<file path="src/rtl/swg_pkg.sv">
// rtl/swg_pkg.sv - shared types and constants for the DDS sine generator and frequency meter
package swg_pkg;

  typedef enum logic [1:0] {
    SEEK   = 2'd0,
    COUNT  = 2'd1,
    DIVIDE = 2'd2
  } meter_state_t;

  localparam int SWG_PHASE_WIDTH = 10;
  localparam int DIV_EXTRA_ITERS = 2;
  localparam int DIV_ITERS       = SWG_PHASE_WIDTH + DIV_EXTRA_ITERS;

  function automatic int mid_level(input int data_width);
    return 1 << (data_width - 1);
  endfunction

  function automatic int div_iters(input int phase_width);
    return phase_width + DIV_EXTRA_ITERS;
  endfunction

endpackage

</file>
<file path="src/rtl/sine_freq_meter_recip_divider.sv">
// rtl/sine_freq_meter_recip_divider.sv - restoring divider giving round(2^PHASE_WIDTH / divisor), saturated
// o_done and o_quotient are combinational during the final iteration so the caller can register them.
module recip_divider
  import swg_pkg::*;
#(
  parameter int PHASE_WIDTH  = 10,
  parameter int PERIOD_WIDTH = PHASE_WIDTH + 2
) (
  input  logic                    clk,
  input  logic                    reset,
  input  logic                    i_start,
  input  logic [PERIOD_WIDTH-1:0] i_divisor,
  output logic                    o_busy,
  output logic                    o_done,
  output logic [PHASE_WIDTH-1:0]  o_quotient
);

  localparam int ITERS = div_iters(PHASE_WIDTH);
  localparam int QW    = ITERS;
  localparam int RW    = PERIOD_WIDTH + 1;
  localparam int CW    = $clog2(ITERS + 1);

  // r_shift shifts dividend bits out of the top while quotient bits enter at the bottom
  logic [QW-1:0]           r_shift;
  logic [PERIOD_WIDTH-1:0] r_rem;
  logic [PERIOD_WIDTH-1:0] r_divisor;
  logic [CW-1:0]           r_iter;
  logic                    r_busy;

  logic [RW-1:0]           w_trial;
  logic                    w_ge;
  logic [PERIOD_WIDTH-1:0] w_rem_next;
  logic [QW-1:0]           w_shift_next;

  always_comb begin
    w_trial      = {r_rem, r_shift[QW-1]};
    w_ge         = (w_trial >= {1'b0, r_divisor});
    w_rem_next   = w_ge ? (w_trial[PERIOD_WIDTH-1:0] - r_divisor) : w_trial[PERIOD_WIDTH-1:0];
    w_shift_next = {r_shift[QW-2:0], w_ge};
  end

  always_ff @(posedge clk) begin
    if (reset) begin
      r_busy    <= 1'b0;
      r_iter    <= '0;
      r_rem     <= '0;
      r_shift   <= '0;
      r_divisor <= '0;
    end else if (i_start && !r_busy) begin
      r_busy    <= 1'b1;
      r_iter    <= CW'(ITERS);
      r_rem     <= '0;
      r_shift   <= {2'b01, {PHASE_WIDTH{1'b0}}} + QW'(i_divisor[PERIOD_WIDTH-1:1]);
      r_divisor <= i_divisor;
    end else if (r_busy) begin
      r_rem   <= w_rem_next;
      r_shift <= w_shift_next;
      r_iter  <= r_iter - CW'(1);
      if (r_iter == CW'(1)) r_busy <= 1'b0;
    end
  end

  assign o_busy     = r_busy;
  assign o_done     = r_busy && (r_iter == CW'(1));
  assign o_quotient = (|w_shift_next[QW-1:PHASE_WIDTH]) ? '1 : w_shift_next[PHASE_WIDTH-1:0];

endmodule

</file>
<file path="src/rtl/sine_freq_meter.sv">
// rtl/sine_freq_meter.sv - hysteretic rising-crossing detector, period counter and reciprocal frequency estimate
module sine_freq_meter
  import swg_pkg::*;
#(
  parameter int PHASE_WIDTH  = 10,
  parameter int DATA_WIDTH   = 8,
  parameter int PERIOD_WIDTH = PHASE_WIDTH + 2,
  parameter int HYST         = 4
) (
  input  logic                    clk,
  input  logic                    reset,
  input  logic [DATA_WIDTH-1:0]   sample_in,
  input  logic                    sample_valid,
  output logic [PERIOD_WIDTH-1:0] period_out,
  output logic [PHASE_WIDTH-1:0]  freq_est,
  output logic                    meas_valid,
  output logic                    locked,
  output logic                    overrun,
  output logic                    timeout
);

  localparam int MID = mid_level(DATA_WIDTH);
  localparam logic [DATA_WIDTH-1:0]   LO_TH    = DATA_WIDTH'(MID - HYST);
  localparam logic [DATA_WIDTH-1:0]   HI_TH    = DATA_WIDTH'(MID + HYST);
  localparam logic [PERIOD_WIDTH-1:0] CNT_NEAR = {{(PERIOD_WIDTH-1){1'b1}}, 1'b0};

  meter_state_t            r_state;
  logic [DATA_WIDTH-1:0]   r_sample;
  logic                    r_sample_v;
  logic                    r_armed;
  logic [PERIOD_WIDTH-1:0] r_count;
  logic [PERIOD_WIDTH-1:0] r_cap_period;
  logic [PERIOD_WIDTH-1:0] r_period;
  logic [PHASE_WIDTH-1:0]  r_freq;
  logic                    r_locked;
  logic                    r_have_prev;
  logic                    r_meas_valid;
  logic                    r_overrun;
  logic                    r_timeout;

  logic                    w_low;
  logic                    w_high;
  logic                    w_at_max;
  logic                    w_timeout;
  logic                    w_edge;
  logic [PERIOD_WIDTH-1:0] w_count_inc;
  logic                    w_div_start;
  logic                    w_div_busy;
  logic                    w_div_done;
  logic [PHASE_WIDTH-1:0]  w_quot;

  // Timeout outranks an edge on the same sample; the counter only saturates while dividing.
  always_comb begin
    w_low       = r_sample_v && (r_sample <= LO_TH);
    w_high      = r_sample_v && (r_sample >= HI_TH);
    w_at_max    = (r_count >= CNT_NEAR);
    w_timeout   = r_sample_v && w_at_max && (r_state != DIVIDE);
    w_edge      = w_high && r_armed && !w_timeout;
    w_count_inc = w_at_max ? '1 : r_count + PERIOD_WIDTH'(1);
    w_div_start = w_edge && (r_state == COUNT) && !w_div_busy;
  end

  recip_divider #(
    .PHASE_WIDTH  (PHASE_WIDTH),
    .PERIOD_WIDTH (PERIOD_WIDTH)
  ) u_div (
    .clk        (clk),
    .reset      (reset),
    .i_start    (w_div_start),
    .i_divisor  (w_count_inc),
    .o_busy     (w_div_busy),
    .o_done     (w_div_done),
    .o_quotient (w_quot)
  );

  always_ff @(posedge clk) begin
    if (reset) begin
      r_state      <= SEEK;
      r_sample     <= '0;
      r_sample_v   <= 1'b0;
      r_armed      <= 1'b0;
      r_count      <= '0;
      r_cap_period <= '0;
      r_period     <= '0;
      r_freq       <= '0;
      r_locked     <= 1'b0;
      r_have_prev  <= 1'b0;
      r_meas_valid <= 1'b0;
      r_overrun    <= 1'b0;
      r_timeout    <= 1'b0;
    end else begin
      r_sample     <= sample_in;
      r_sample_v   <= sample_valid;
      r_meas_valid <= 1'b0;
      r_overrun    <= w_edge && (r_state == DIVIDE);
      r_timeout    <= w_timeout;
      if (w_timeout) begin
        r_state     <= SEEK;
        r_armed     <= 1'b0;
        r_count     <= '0;
        r_period    <= '0;
        r_freq      <= '0;
        r_locked    <= 1'b0;
        r_have_prev <= 1'b0;
      end else begin
        if (r_sample_v) begin
          if (w_low) r_armed <= 1'b1;
          else if (w_edge) r_armed <= 1'b0;
          r_count <= w_edge ? '0 : w_count_inc;
        end
        case (r_state)
          SEEK: if (w_edge) r_state <= COUNT;
          COUNT: begin
            if (w_div_start) begin
              r_state      <= DIVIDE;
              r_cap_period <= w_count_inc;
            end
          end
          DIVIDE: begin
            if (w_div_done) begin
              r_state      <= COUNT;
              r_meas_valid <= 1'b1;
              r_period     <= r_cap_period;
              r_freq       <= w_quot;
              r_locked     <= r_have_prev && (w_quot == r_freq);
              r_have_prev  <= 1'b1;
            end
          end
          default: r_state <= SEEK;
        endcase
      end
    end
  end

  assign period_out = r_period;
  assign freq_est   = r_freq;
  assign meas_valid = r_meas_valid;
  assign locked     = r_locked;
  assign overrun    = r_overrun;
  assign timeout    = r_timeout;

endmodule

</file>
<file path="config.mk">
export PLATFORM = sky130hd
export DESIGN_NAME = sine_freq_meter
export DESIGN_NICKNAME = d
export VERILOG_FILES = /design/src/rtl/swg_pkg.sv /design/src/rtl/sine_freq_meter_recip_divider.sv /design/src/rtl/sine_freq_meter.sv
export SDC_FILE = /design/constraint.sdc
export NUM_CORES = 1
export LEC_CHECK = 0
export CORE_ASPECT_RATIO = 0.6
export CORE_MARGIN = 2
export CORE_UTILIZATION = 40
export CTS_CLUSTER_SIZE = 12
export DETAILED_ROUTE_END_ITERATION = 10
export SETUP_SLACK_MARGIN = 0.05
export SYNTH_ARGS = -nofsm -noshare
export SYNTH_HDL_FRONTEND = slang
export SYNTH_SLANG_ARGS = --single-unit
</file>
<file path="constraint.sdc">
create_clock -name clk -period 2.21 [get_ports clk]
set_clock_uncertainty 0.15 [all_clocks]
set_input_delay 0.3315 -clock clk [delete_from_list [all_inputs] [get_ports clk]]
set_output_delay 0.3315 -clock clk [all_outputs]
set_load 0.01 [all_outputs]
</file>
==> impl_results.md <==
- Area delta synth->final: 41.4%
- Clock Latency Late Sink: 350 ps
- 1st-iter DRT viols: approximately 430
- CP Capture Type: register
- Async set-reset flop share out of synthesis: 0
- Fmax: roughly 430 MHz
- CTS tree: done
- Antenna violations before repair: 0
- Critical-path top delay cell: dfxtp_4
- Initial core utilization: 0.408
- Max-cap check violation count: 0
- Min Tclk post-route: between 2000 and 2500 ps
- CP Data Arrival Time: between 2000 and 2500 ps
- Most used DFF post-synth: dfxtp_1
- Hold-fix buffer count after cts: 0
- H-tree Lvls: 3
- Reg2reg start: r_count[0]
- Critical path class: reg -> reg
- Setup WS pre-CTS: -214 ps
- Slew HR: 0.530
- # rows: 32
- First-pass GRT wire length: 24000 µm
- HP Class: reg -> reg
- Vias per inst: 5.48
- Io pins: 37
- Share of cells above drive strength 1: 0.324
- Total GRT Usage: 0.221
- Post-synthesis adder-cell area fraction: 0.0424
- CP Launch Point: r_count[0]
- PortBufs: 36
- Violated checks: setup timing
- Flip-flop and latch count after synthesis: ~100
- Wirelength per Cell: between 15 and 20 µm
- Root Buffer Master: clkbuf_16
- Mux contribution to synthesized area: 0.0256
- R2R depth: 10
- Maximum buffer depth of the clock tree: 2
- End of the worst register-to-register path: u_div.r_divisor[11]
- Final wirelength: between 15000 and 20000 µm
- Vias in the first global route: 4554
- RePlAce Congestion: around 0.86
- Dpl cell area: about 0.0064 mm²
- Mapped cell area: ~0.0052 mm²
- Outcome: finished, violations left
- Pin count of the biggest net entering global routing: 42
- Peak supply drop: 332 µV
- Die area: approximately 0.014 mm²
- Post-layout net count: ~750
- R2R Setup Slk: -100 ps
- Worst path max stage delay: between 300 and 400 ps
- Tightest Pin Transition: 706 ps
- Antenna-violating nets left: 0
- CTS Sinks: roughly 100
- Final max-slew violation count: 0
- Synth cell types: 73
- Pleak: between 2 and 3 nW
- Net Count, Synth: around 630
- Residual DRC: 0
- Min-Delay Endpoint: period_out[6]
- Simple-Gate Fraction of Synth Area: 0.217
- Min-delay src: r_cap_period[6]
- Detailed-route via count: 4911
- Pwr dens: 509 mW/mm²
- Num CTS Buffers: 9
- Final Cycle Share: 1.05
- Synth Area in Compound Gates: 0.228
- RSZ-0062 raised after global routing: yes
- Cell Chain, Critical Path: inv_4, ha_4, o2111ai_4, nor4_4, buf_4, a21o_4, buf_6, or3_4, buf_12, a211oi_2
- Startpoint Class: register
- Post-Syn Area per Cell: 8.58 µm²
- Total grt overflow: 0
- Maximum fanout along the worst path: 11
- Hold Path Depth: 2
- Number of synthesized flops with an enable pin: 0
- Sequential fraction of the synthesis area: 0.401
- Largest family of logic cells by synthesized area: compound AO/OA/AOI/OAI gates
- Fin. Hold Viols: 0
- Core area: 0.0127 mm²
- DPL Wire Length: about 11000 µm
- Die Y: slightly above 90 µm
- Setup Viol. Count Final: 30
- Chip Width: about 150 µm
- Synth Area in XOR/XNOR: 0.0287
- WP data required: 2330 ps
- Clk slew on worst S/H paths: ~80 ps
- Syn. warnings: 0
- Final worst slack: -101 ps
- Pre-Repair DR Iteration Count: 5
- Diode count: 0
- Mapped Cells: about 610
- Post-route cell area: around 0.0073 mm²
==> through the flow <==
step                 util  cells  hold WS, ps  total power, mW  TNS (ps)
global route        0.576    896          321             3.84     -4310
floorplan               -    605          282             2.00         0
CTS                 0.560    891          309             3.75     -2040
finish              0.576    896          303             3.73     -1330
detailed placement  0.503    865          298             2.07     -3750
global placement    0.503    865          291             2.07     -1930
==> worst max-delay path: cells and delay by family, from the launching register on <==
family | cells | cell delay, ps
DFF | 1 | 370
adders and majority gates | 1 | 150
and+or+nand+nor | 2 | 450
buffers and inverters | 4 | 470
AOI/OAI and AO/OA | 3 | 630
==> placed cells by master (no fill, tap or decap), types with 5 or more instances in the layout <==
cell type,n
a211oi_1,6
a21boi_1,6
a21oi_1,50
a21oi_2,11
a31oi_1,5
buf_12,7
buf_4,89
buf_6,9
clkbuf_16,9
clkdlybuf4s50_1,35
dfxtp_1,95
dfxtp_2,8
ha_4,12
inv_1,18
inv_2,8
mux2i_1,10
nand2_1,60
nand2b_1,15
nand3_1,14
nand3b_1,5
nand4_1,5
nor2_1,32
nor2_2,6
nor2_4,5
nor2b_1,12
nor3_1,16
o21a_1,11
o21ai_0,21
o21ai_1,12
xnor2_1,11
xor2_1,6
==> flip-flops by register name (all words and copies together) (netlist names), 2 cells and up <==
signal / count
r_sample: 8
r_cap_period: 12
u_div.r_rem: 12
u_div.r_shift: 12
r_state: 2
u_div.r_iter: 4
freq_est: 10
period_out: 12
u_div.r_divisor: 12
r_count: 12
==> layer usage <==
metal	part of all wire	vias to the layer above	wire [µm]	GRT usage
met3	0.063	11	970	0.0512
met5	0	-	0	0
li1	-	2389	-	-
met2	0.42	155	6490	0.319
met4	0.0094	0	144	0.0421
met1	0.50	2356	7750	0.335
==> Yosys cell counts (3+ instances only) <==
| cell type | count | area share |
|---|---|---|
| buf_2 | 11 | 0.011 |
| buf_6 | 3 | 0.0065 |
| a21oi_1 | 57 | 0.055 |
| a21o_1 | 4 | 0.0058 |
| nor2_1 | 41 | 0.030 |
| nand2_1 | 63 | 0.046 |
| or3_1 | 5 | 0.0060 |
| xor2_1 | 6 | 0.010 |
| nand3_1 | 18 | 0.017 |
| nand4_1 | 5 | 0.0060 |
| xnor2_1 | 11 | 0.019 |
| a31oi_1 | 9 | 0.011 |
| nor3b_1 | 4 | 0.0058 |
| mux2i_1 | 11 | 0.021 |
| a211o_1 | 3 | 0.0051 |
| buf_4 | 4 | 0.0058 |
| a21boi_1 | 4 | 0.0058 |
| nand3b_1 | 5 | 0.0072 |
| inv_1 | 27 | 0.020 |
| o31ai_1 | 3 | 0.0043 |
| o21ai_0 | 34 | 0.033 |
| a311oi_1 | 4 | 0.0068 |
| or2_2 | 3 | 0.0036 |
| a211oi_1 | 9 | 0.013 |
| clkbuf_1 | 17 | 0.012 |
| ha_1 | 16 | 0.039 |
| or4_1 | 3 | 0.0043 |
| and3_1 | 3 | 0.0036 |
| nor3_1 | 18 | 0.017 |
| a21boi_0 | 4 | 0.0058 |
| o21a_1 | 11 | 0.016 |
| o32ai_1 | 3 | 0.0051 |
| dfxtp_1 | 104 | 0.40 |
| a21oi_2 | 5 | 0.0084 |
| nor2b_1 | 12 | 0.014 |
| nand2b_1 | 15 | 0.018 |
==> power breakdown <==
group          total (mW)  switching, mW  internal (mW)
logic               0.155         0.0830         0.0725
clock network        1.68          0.779          0.904
registers            1.89        0.00953           1.88
total                3.73          0.872           2.86
==> worst max path at each step <==
stage / endpoint / slack, ps / cells after the start
floorplan: u_div.r_rem[11] / 30 / 10
global placement: u_div.r_divisor[7] / -200 / 8
detailed placement: u_div.r_divisor[7] / -210 / 9
CTS: u_div.r_divisor[10] / -110 / 10
global route: u_div.r_rem[8] / -150 / 9
finish: u_div.r_divisor[11] / -100 / 10
==> area by class of cell <==
class | count | area, µm²
clock buffer | 9 | 225
sequential | 104 | 2100
timing repair buffer | 142 | 1280
clock inverter | 7 | 90.1
inverter | 27 | 104
fill | 1129 | 5400
multi-input combinational | 437 | 3330
tap | 170 | 213
==> timing repair <==
action | 4_1_cts | 5_1_grt
pin swaps | 32 | 19
setup endpoints to repair | 55 | 69
gates resized for setup | 86 | 41
setup buffers | 15 | 5
==> logic make-up (layout without fill, tap and decap cells) <==
group | Yosys count | after routing
AOI/OAI and AO/OA | 173 | 173
buffers and inverters | 64 | 185
DFF | 104 | 104
and+or+nand+nor | 217 | 217
adders and majority gates | 17 | 17
muxes | 13 | 13
xor gates and xnor gates | 17 | 17
(Power assumes the default switching activity.)
==> RTL change 1: new RTL, config.mk and constraints unchanged <==
Re-encode `meter_state_t` (3 states) as one-hot, 3 bits wide.
--- a/src/rtl/swg_pkg.sv
+++ b/src/rtl/swg_pkg.sv
@@ -1,10 +1,10 @@
 // rtl/swg_pkg.sv - shared types and constants for the DDS sine generator and frequency meter
 package swg_pkg;
 
-  typedef enum logic [1:0] {
-    SEEK   = 2'd0,
-    COUNT  = 2'd1,
-    DIVIDE = 2'd2
+  typedef enum logic [2:0] {
+    SEEK   = 3'b001,
+    COUNT  = 3'b010,
+    DIVIDE = 3'b100
   } meter_state_t;
 
   localparam int SWG_PHASE_WIDTH = 10;
Behaviour: same outputs for any inputs over 10 cycles, from zero or initial values and one cycle with reset high; not proved beyond that.
==> RTL change 1 against the unedited design <==
Wire length down 2.2%; the run still ends with setup timing left; clock power down 7%; cell area down 0.63%; setup slack worse by 34 ps; sequential cell count up 1; synthesized area down 2.8%; worst hold slack better by 3.6 ps; power down 2.6%.
==> RTL change 1: results <==
metrics = {
    "power": {
        "p_int_mw": 2.780,
        "pwr-share-clk": 0.432,
        "p_leak_nw": 2.652,
        "p_sw_uw": 854.2,
        "irDropWorstVdd_mv": 0.4337,
    },
    "global_routing": {
        "grt_max_degree": 46,
        "grt_pass1_wl_mm": 23.12,
        "grtUsageTotal": 0.2148,
        "grt_pass1_vias": 4461,
    },
    "synth": {
        "synth-compound-area-share": 0.2058,
        "synthTopCellsByCount": "dfxtp_1 (105), nand2_1 (63), nor2_1 (57)",
        "seq_area_frac_synth": 0.4170,
        "syn-num-nets": 630,
        "synth_cell_type_count": 60,
        "netlist_top_cells_area": "dfxtp_1 (42%), a21oi_1 (5.3%), nand2_1 (4.7%)",
        "synth_xor_area_frac": 0.04170,
        "synth_adder_area_share": 0.04368,
        "synth_mux_area_frac": 0.01588,
        "syn_inst": 602,
    },
    "setup_path": {
        "r2r_setup_slack_ps": -140,
        "critPathMaxFanout": 7,
        "crit_path_top_delay_cell": "dfxtp_2",
        "worst_path_dominant_cell_family": "compound AO/OA/AOI/OAI gates",
        "cp_slowest_stage_delay_ps": 340,
    },
    "run_status": {
        "violations": "setup timing",
        "run_status": "finished with violations",
    },
    "detailed_routing": {
        "vias": 4867,
        "drt_iter0_drc": 346,
        "wirelength_mm": 15.02,
    },
    "layout": {
        "fin_util": 0.5985,
        "fin_nets": 739,
        "drive_gt1_frac": 0.3142,
        "fillers": 1067,
        "instances_no_fill": 881,
    },
    "place": {
        "portBuffers": 36,
        "dpl.hpwl_mm": 10.18,
        "gp_congestion": 0.8980,
        "dp_slack_ps": -208.1,
        "dp_cells": 845,
        "dpl_cell_area_um2": 6146,
    },
    "timing": {
        "max_slew_margin": 0.5375,
        "setup_viol": 14,
        "fin_ws_ps": -135.4,
        "holdWs_ps": 306.1,
        "fin_tns_setup_ps": -1135,
    },
}
-- RTL change 1: layer usage --
layer | part of all wire | GRT usage
met3 | 0.060 | 0.04472
met1 | 0.50 | 0.3326
met5 | 0 | 0
met4 | 0.016 | 0.05952
met2 | 0.43 | 0.2961
-- RTL change 1: final timing paths --
path	to	start	cells after the start
max	u_div.r_rem[5]	u_div.r_rem[9]	8
min	period_out[5]	period_out[5]	2
max reg2reg	u_div.r_rem[5]	u_div.r_rem[9]	8
min reg2reg	period_out[5]	period_out[5]	2
-- RTL change 1: area by class of cell --
class / instances / share of cell area
clock buffers: 10 / 0.03278
clock inverters: 6 / 0.006522
inverters: 18 / 0.009269
multi-input cells: 443 / 0.4557
flip-flops and latches: 105 / 0.2906
well taps: 165 / 0.02832
repair buffers: 134 / 0.1768
-- RTL change 1: repair_timing --
item                       4_1_cts  5_1_grt
pin swaps                       18       36
resized for setup               43       95
hold endpoints to repair         0        0
gates cloned                     2        2
setup buffers                    6       10
setup endpoints to repair       32       71
hold buffers                     0        0
==> RTL change 2: new RTL, same settings <==
Made on the original files. `PHASE_WIDTH` is set to 10 in 2 places; all go to 5.
--- a/src/rtl/sine_freq_meter_recip_divider.sv
+++ b/src/rtl/sine_freq_meter_recip_divider.sv
@@ -3,7 +3,7 @@
 module recip_divider
   import swg_pkg::*;
 #(
-  parameter int PHASE_WIDTH  = 10,
+  parameter int PHASE_WIDTH  = 5,
   parameter int PERIOD_WIDTH = PHASE_WIDTH + 2
 ) (
   input  logic                    clk,
--- a/src/rtl/sine_freq_meter.sv
+++ b/src/rtl/sine_freq_meter.sv
@@ -2,7 +2,7 @@
 module sine_freq_meter
   import swg_pkg::*;
 #(
-  parameter int PHASE_WIDTH  = 10,
+  parameter int PHASE_WIDTH  = 5,
   parameter int DATA_WIDTH   = 8,
   parameter int PERIOD_WIDTH = PHASE_WIDTH + 2,
   parameter int HYST         = 4
Interface: changed (resized freq_est and period_out); port bits go from 37 to 27. The function was not compared with the original's and may differ.
==> RTL change 2 against the unedited design <==
The flow still finishes with violations (setup timing); count of clock-buffer cells in the layout grew 4; cell area fell by 41%; synthesized area shrank 39%; wire length fell by 44%; sequential cell count is 36 lower; critical path depth decreased by 2; setup slack worse by 35 ps; power shrank 26%; critical path type unchanged; critical endpoint is now u_div.r_rem[6].
==> RTL change 2: results <==
metrics = {
    "run_status": {
        "run_status": "finished with violations",
        "violations": "setup timing",
    },
    "layout": {
        "inv_count": 15,
        "fin_nets": 454,
        "seq_share": 0.3140,
        "seq_area_um2": 1365,
        "clock_buffers": 13,
    },
    "timing": {
        "fin_tns_setup_ps": -167.2,
        "post-route-period-util": 1.062,
        "fin_ws_ps": -136.6,
        "max_slew_margin": 0.7114,
        "setup_viol": 4,
        "holdWs_ps": 308.9,
    },
    "synth": {
        "seq_area_frac_synth": 0.4273,
        "netlist_top_cells_area": "dfxtp_1 (43%), a21oi_1 (5.2%), nand2_1 (4.7%)",
        "ys_ff_latch": 68,
    },
    "setup_path": {
        "reg2reg_depth": 8,
        "cp_slowest_stage_delay_ps": 410,
        "worst_path_dominant_cell_family": "simple AND/OR/NAND/NOR gates",
    },
    "floorplan": {
        "die_x_um": 119.2,
    },
    "detailed_routing": {
        "wl_per_cell_um": 15.83,
        "wirelength_mm": 8.596,
        "viasPerCell": 5.413,
        "drt_iter0_drc": 240,
    },
    "clock_network": {
        "insertion_delay_ps": 330,
        "postCtsSetupBuffers": 4,
    },
    "global_routing": {
        "grtUsageTotal": 0.2045,
        "grt_max_degree": 18,
    },
    "power": {
        "p_sw_uw": 562.6,
        "irDropWorstVdd_mv": 0.4031,
    },
    "place": {
        "dp_slack_ps": -153.8,
        "portBuffers": 26,
        "gp_congestion": 0.8746,
    },
}
## RTL change 2: metal layers
layer | up-vias | routed length [um] | part of all wire
met1 | 1361 | 4338 | 0.50
met3 | 14 | 717 | 0.083
met5 | - | 0 | 0
met2 | 112 | 3421 | 0.40
li1 | 1452 | - | -
met4 | 0 | 119 | 0.014
## RTL change 2: kinds of logic after synthesis
logic type	share of synthesized area
xor gates and xnor gates	0.02474
and+or+nand+nor	0.2349
adders and majority gates	0.04949
DFF	0.4273
buffers and inverters	0.04595
muxes	0.01571
AOI/OAI and AO/OA	0.2019
## RTL change 2: power by group through the flow
stage | combinational (mW) | sequential (mW) | clock [mW]
3_3_place_gp | 0.0975 | 1.27 | 0
3_5_place_dp | 0.0974 | 1.27 | 0
2_1_floorplan | 0.0483 | 1.27 | 0
6_report | 0.104 | 1.25 | 1.40
5_1_grt | 0.115 | 1.25 | 1.47
4_1_cts | 0.0979 | 1.25 | 1.42
